**src/rtl/cpu_types_pkg.sv**
```systemverilog
// Shared types for the cache/memory controller slice: word, RAM handshake state,
// controller FSM state and the word returned on a failed access.
package cpu_types_pkg;

  typedef logic [31:0] word_t;

  typedef enum logic [1:0] {
    FREE   = 2'd0,
    BUSY   = 2'd1,
    ACCESS = 2'd2,
    ERROR  = 2'd3
  } ramstate_t;

  typedef enum logic [1:0] {
    IDLE    = 2'd0,
    GRANT_I = 2'd1,
    GRANT_D = 2'd2
  } memctl_state_t;

  localparam word_t MEMCTL_ERR_WORD = 32'hBAD1BAD1;

endpackage

```
**src/rtl/memctl_arb.sv**
```systemverilog
// Two-requester arbiter for the memory controller (icache vs dcache).
// MEMCTL_RR_EN selects round-robin; otherwise dcache has fixed priority.
module memctl_arb (
`ifdef MEMCTL_RR_EN
  input  logic clk_i,
  input  logic rst_i,
  input  logic idone_i,
  input  logic ddone_i,
`endif
  input  logic ireq_i,
  input  logic dreq_i,
  output logic igrant_o,
  output logic dgrant_o
);

`ifdef MEMCTL_RR_EN
  // Favoured port moves to the other requester after every completed access.
  logic fav_d_q;

  always_ff @(posedge clk_i) begin
    if (rst_i) begin
      fav_d_q <= 1'b1;
    end else if (idone_i) begin
      fav_d_q <= 1'b1;
    end else if (ddone_i) begin
      fav_d_q <= 1'b0;
    end
  end

  always_comb begin
    dgrant_o = dreq_i & (~ireq_i | fav_d_q);
    igrant_o = ireq_i & (~dreq_i | ~fav_d_q);
  end
`else
  always_comb begin
    dgrant_o = dreq_i;
    igrant_o = ireq_i & ~dreq_i;
  end
`endif

endmodule

```
**src/rtl/cache_mem_ctrl.sv**
```systemverilog
// Memory-side responder arbitrating icache/dcache requests onto one RAM port.
// Build option: MEMCTL_RR_EN enables round-robin arbitration (default: dcache priority).
module cache_mem_ctrl
  import cpu_types_pkg::*;
#(
  parameter int unsigned ADDR_W  = 32,
  parameter int unsigned WORD_W  = 32,
  parameter int unsigned TIMEOUT = 255
) (
  input  logic              CLK,
  input  logic              RST,
  input  logic              iREN,
  input  logic [ADDR_W-1:0] iaddr,
  output logic              iwait,
  output logic [WORD_W-1:0] iload,
  input  logic              dREN,
  input  logic              dWEN,
  input  logic [ADDR_W-1:0] daddr,
  input  logic [WORD_W-1:0] dstore,
  output logic              dwait,
  output logic [WORD_W-1:0] dload,
  output logic              ramREN,
  output logic              ramWEN,
  output logic [ADDR_W-1:0] ramaddr,
  output logic [WORD_W-1:0] ramstore,
  input  logic [WORD_W-1:0] ramload,
  input  ramstate_t         ramstate,
  output logic              memerr
);

  localparam int unsigned CNT_W = (TIMEOUT < 1) ? 1 : $clog2(TIMEOUT + 1);
  localparam logic [CNT_W-1:0] CNT_MAX = CNT_W'(TIMEOUT);
  localparam logic [WORD_W-1:0] ERR_WORD = WORD_W'(MEMCTL_ERR_WORD);

  memctl_state_t    state_q;
  logic [CNT_W-1:0] cnt_q;
  logic             memerr_q;

  logic dreq, d_rd, igrant, dgrant;
  logic req_live, timeout_hit, done, err_hit, idone, ddone;

  memctl_arb u_arb (
`ifdef MEMCTL_RR_EN
    .clk_i    (CLK),
    .rst_i    (RST),
    .idone_i  (idone),
    .ddone_i  (ddone),
`endif
    .ireq_i   (iREN),
    .dreq_i   (dreq),
    .igrant_o (igrant),
    .dgrant_o (dgrant)
  );

  always_comb begin
    dreq        = dREN | dWEN;
    d_rd        = dREN & ~dWEN;
    req_live    = ((state_q == GRANT_I) & iREN) | ((state_q == GRANT_D) & dreq);
    timeout_hit = (cnt_q == CNT_MAX);
    // A live request that reaches ACCESS completes cleanly even if the counter expired.
    done        = req_live & ((ramstate == ACCESS) | (ramstate == ERROR) | timeout_hit);
    err_hit     = done & (ramstate != ACCESS);
    idone       = done & (state_q == GRANT_I);
    ddone       = done & (state_q == GRANT_D);
  end

  always_comb begin
    iwait    = 1'b1;
    dwait    = 1'b1;
    iload    = '0;
    dload    = '0;
    ramREN   = 1'b0;
    ramWEN   = 1'b0;
    ramaddr  = '0;
    ramstore = '0;
    case (state_q)
      GRANT_I: begin
        ramREN  = iREN;
        ramaddr = iaddr;
        if (idone) begin
          iwait = 1'b0;
          iload = err_hit ? ERR_WORD : ramload;
        end
      end
      GRANT_D: begin
        ramREN   = d_rd;
        ramWEN   = dWEN;
        ramaddr  = daddr;
        ramstore = dstore;
        if (ddone) begin
          dwait = 1'b0;
          dload = err_hit ? ERR_WORD : (d_rd ? ramload : '0);
        end
      end
      default: ;
    endcase
  end

  always_ff @(posedge CLK) begin
    if (RST) begin
      state_q  <= IDLE;
      cnt_q    <= '0;
      memerr_q <= 1'b0;
    end else begin
      memerr_q <= memerr_q | err_hit;
      case (state_q)
        IDLE: begin
          cnt_q <= '0;
          if (dgrant) begin
            state_q <= GRANT_D;
          end else if (igrant) begin
            state_q <= GRANT_I;
          end
        end
        GRANT_I, GRANT_D: begin
          if (!req_live || done) begin
            state_q <= IDLE;
          end
          if (!timeout_hit) begin
            cnt_q <= cnt_q + 1'b1;
          end
        end
        default: state_q <= IDLE;
      endcase
    end
  end

  assign memerr = memerr_q;

endmodule
```
**config.mk**
```make
export PLATFORM = sky130hd
export DESIGN_NAME = cache_mem_ctrl
export DESIGN_NICKNAME = d
export VERILOG_FILES = /design/src/rtl/cpu_types_pkg.sv /design/src/rtl/memctl_arb.sv /design/src/rtl/cache_mem_ctrl.sv
export SDC_FILE = /design/constraint.sdc
export NUM_CORES = 1
export LEC_CHECK = 0
export CORE_AREA = 3 3 104 106
export DETAILED_ROUTE_END_ITERATION = 7
export DIE_AREA = 0 0 107 109
export PLACE_DENSITY = 0.68
export SKIP_LAST_GASP = 1
export SLEW_MARGIN = 0
export SYNTH_ARGS = -nofsm -noshare
export SYNTH_HDL_FRONTEND = slang
export SYNTH_HIERARCHICAL = 1
export SYNTH_SLANG_ARGS = --single-unit
export TNS_END_PERCENT = 30
```
**constraint.sdc**
```tcl
create_clock -name CLK -period 3.35 [get_ports CLK]
set_clock_uncertainty 0.15 [all_clocks]
set_input_delay 0.335 -clock CLK [delete_from_list [all_inputs] [get_ports CLK]]
set_output_delay 0.335 -clock CLK [all_outputs]
set_load 0.02 [all_outputs]
```
==> impl_metrics.py <==
metrics = {
    "cts": {
        "htree_num_levels": 1,
        "cts_setup_buffers": 0,
        "cts_buffers": 3,
        "clk_path_buf_depth": 2,
        "clock_latency_ns": 0.23,
        "cts_tree": "yes",
        "clkSinkCount": 11,
        "ctsResizeCount": 0,
        "hold_buffers": 0,
        "clk_pin_slew_ns": 0.05,
        "root_buffer": "clkbuf_8",
    },
    "power": {
        "vdd_drop_max_mv": 0.117,
        "clockPowerShare_pct": 13.6,
        "p_int_uw": 583,
        "swShare_pct": 40.5,
        "pwr-share-comb_pct": 71.8,
        "switchingPower_uw": 397,
        "powerDensity_mw_per_mm2": 206,
        "pwr-share-seq_pct": 14.5,
        "p_leak_nw": 1.82,
    },
    "grt": {
        "grt_pass1_wl_um": 15800,
        "antenna_found_initial": 1,
        "gr-total-overflow": 0,
        "grt_pass1_vias": 3069,
        "grt_usage_pct": 16.8,
        "grt_start_max_net_pins": 69,
    },
    "timing": {
        "fmax_ghz": 0.331,
        "timing.max_slew.rel_slack_pct": 59.1,
        "worst_pin_slew_ns": 0.613,
        "finalCriticalPeriod_ns": 3.02,
        "rsz0062_at_grt": "no",
        "hold_viol_final": 0,
        "setup_tns_ns": 0,
        "finalMaxSlewViolations": 0,
        "holdWs_ns": 0.370,
        "fin_crit_sh_pct": 90.3,
        "setup_violations": 0,
    },
    "final_layout": {
        "design_area_mm2": 0.00475,
        "final_core_util_pct": 48.1,
        "drive_gt1_share_pct": 4.60,
        "antennaDiodeCount": 0,
        "final_cell_mix": "clkdlybuf4s50_1, nor2_1, a22oi_1, and2_1, and3_1",
        "final_common_cell": "clkdlybuf4s50_1",
        "areaGrowthSynthToFinish_pct": 139,
        "num-nets-final": 683,
    },
    "critical_path": {
        "path_cells": "inv_1 > ha_2 > buf_4 > o2111a_4 > and3_2 > clkdlybuf4s50_1",
        "reg2reg_slack_ns": 1.11,
        "crit_path_end_kind": "output pin",
        "slowest_delay_ns": 0.60,
        "critPathMaxFanout": 68,
        "cp-startpoint": "state_q[0]",
        "crit_required_ns": 2.86,
        "worstSetupPathType": "reg2out",
        "arrival_ns": 2.54,
        "r2r_start": "state_q[0]",
        "cp-start-kind": "flip-flop",
        "slowest_stage": "clkdlybuf4s50_1",
    },
    "logic_synthesis": {
        "syn-num-nets": 439,
        "synth_cell_types": 45,
        "ys_ff_latch": 11,
        "synth_warnings": 6,
        "seq_area_frac_synth_pct": 11.1,
        "synthesis.area_mm2": 0.00198,
        "avgSynthCellArea_um2": 6.61,
        "synth_cells": 300,
    },
    "drt": {
        "antenna_left": 0,
        "vias_per_cell": 4.65,
        "drc": 0,
        "initialDrtViolationCount": 243,
        "num_vias": 3144,
        "dr.pass1.iters": 5,
        "drt-total-wl_um": 10700,
        "wl_per_cell_um": 15.9,
    },
    "run": {
        "max_cap_violations": 0,
    },
    "die": {
        "num_io_pins": 268,
        "core_mm2": 0.00986,
        "initial_core_util_pct": 20.1,
        "die_w_um": 107,
        "fp.dieH_um": 109,
        "fp-row-count": 36,
        "die-area_mm2": 0.0117,
    },
    "placement": {
        "io_buffer_count": 267,
        "gp_congestion": 0.790,
        "placed_cell_area_mm2": 0.00470,
        "hpwl_um": 8880,
    },
    "min_path": {
        "hold_start": "state_q[0]",
        "hold_class": "reg2reg",
    },
    "status": {
        "status": "completed",
    },
}
stage by stage:
stage,instances,power [mW],setup slack [ns]
floorplan,300,0.477,1.26
global placement,672,0.846,0.453
detailed placement,672,0.851,0.434
CTS,676,0.988,0.314
global route,676,1.05,0.133
finish,676,0.980,0.326
area by class of cell:
class	count	area (um2)
clock buffers	4	45.0
fillers	952	5120
inverters	6	22.5
multi-input cells	250	1570
flip-flops and latches	11	220
well taps	133	166
repair buffers	272	2720
final timing paths:
check	endpoint	cells past startpoint
max	dload[1]	6
min	state_q[0]	2
max reg2reg	cnt_q[7]	6
min reg2reg	state_q[0]	2
registers in the layout (all words and copies together), names as in the netlist:
register  flops
memerr        1
cnt_q         8
state_q       2
layer usage:
layer / track usage, % / vias up / part of all wire [%] / routed length, um
met5: 0 / - / 0.19 / 20
met4: 4.20 / 2 / 2.1 / 227
met3: 5.39 / 12 / 10 / 1090
met2: 30.5 / 182 / 50 / 5400
met1: 19.0 / 1401 / 37 / 3990
li1: - / 1547 / - / -
synthesized netlist by cell type, drive strengths merged:
cell type   n  area share, %
o211ai      2            1.5
and2       33             10
nand2b      1           0.32
o31ai       2           0.76
or2         1           0.32
or3         2           0.63
o211a       1           0.88
inv         6            1.1
dfxtp      11             11
xor2        1           0.44
nor2b       4            1.6
a22oi      33             12
or4         1           0.38
nor2       61             12
nor3        2           0.50
o21a       19            7.2
nand3       3            1.4
mux2        1           0.57
ha          4            2.5
nor3b       1           0.38
mux2i       2            1.0
and3       30            9.8
a21o        1           0.38
a31oi       2           0.63
o2111a      1            1.0
o21ai       3           0.76
nand4       2            1.4
o22ai       1           0.63
buf        14            5.1
clkbuf     19            3.6
o221ai      1           0.44
a21oi      24            6.1
nand2      10            1.9
a211o       1           0.44
logic make-up after synthesis:
group	share of synthesized area (%)
simple gates	41.4
compound gates	33.1
buf+inv	9.84
flops	11.1
fa+ha+maj	2.52
mux	1.58
xor+xnor	0.442
power groups by stage:
stage	combinational, mW	sequential [mW]	clock [mW]
finish	0.704	0.142	0.134
global route	0.758	0.143	0.146
CTS	0.711	0.142	0.135
detailed placement	0.706	0.145	0
global placement	0.701	0.145	0
floorplan	0.333	0.144	0
worst max-delay path, delay by kind of cell, from the launching register on:
| kind | cells | cell delay (ns) |
|---|---|---|
| adders and majority gates | 1 | 0.18 |
| AOI/OAI and AO/OA | 1 | 0.40 |
| buffers and inverters | 3 | 1.20 |
| and+or+nand+nor | 1 | 0.19 |
| DFF | 1 | 0.32 |
Power figures use the tool's default switching activity.
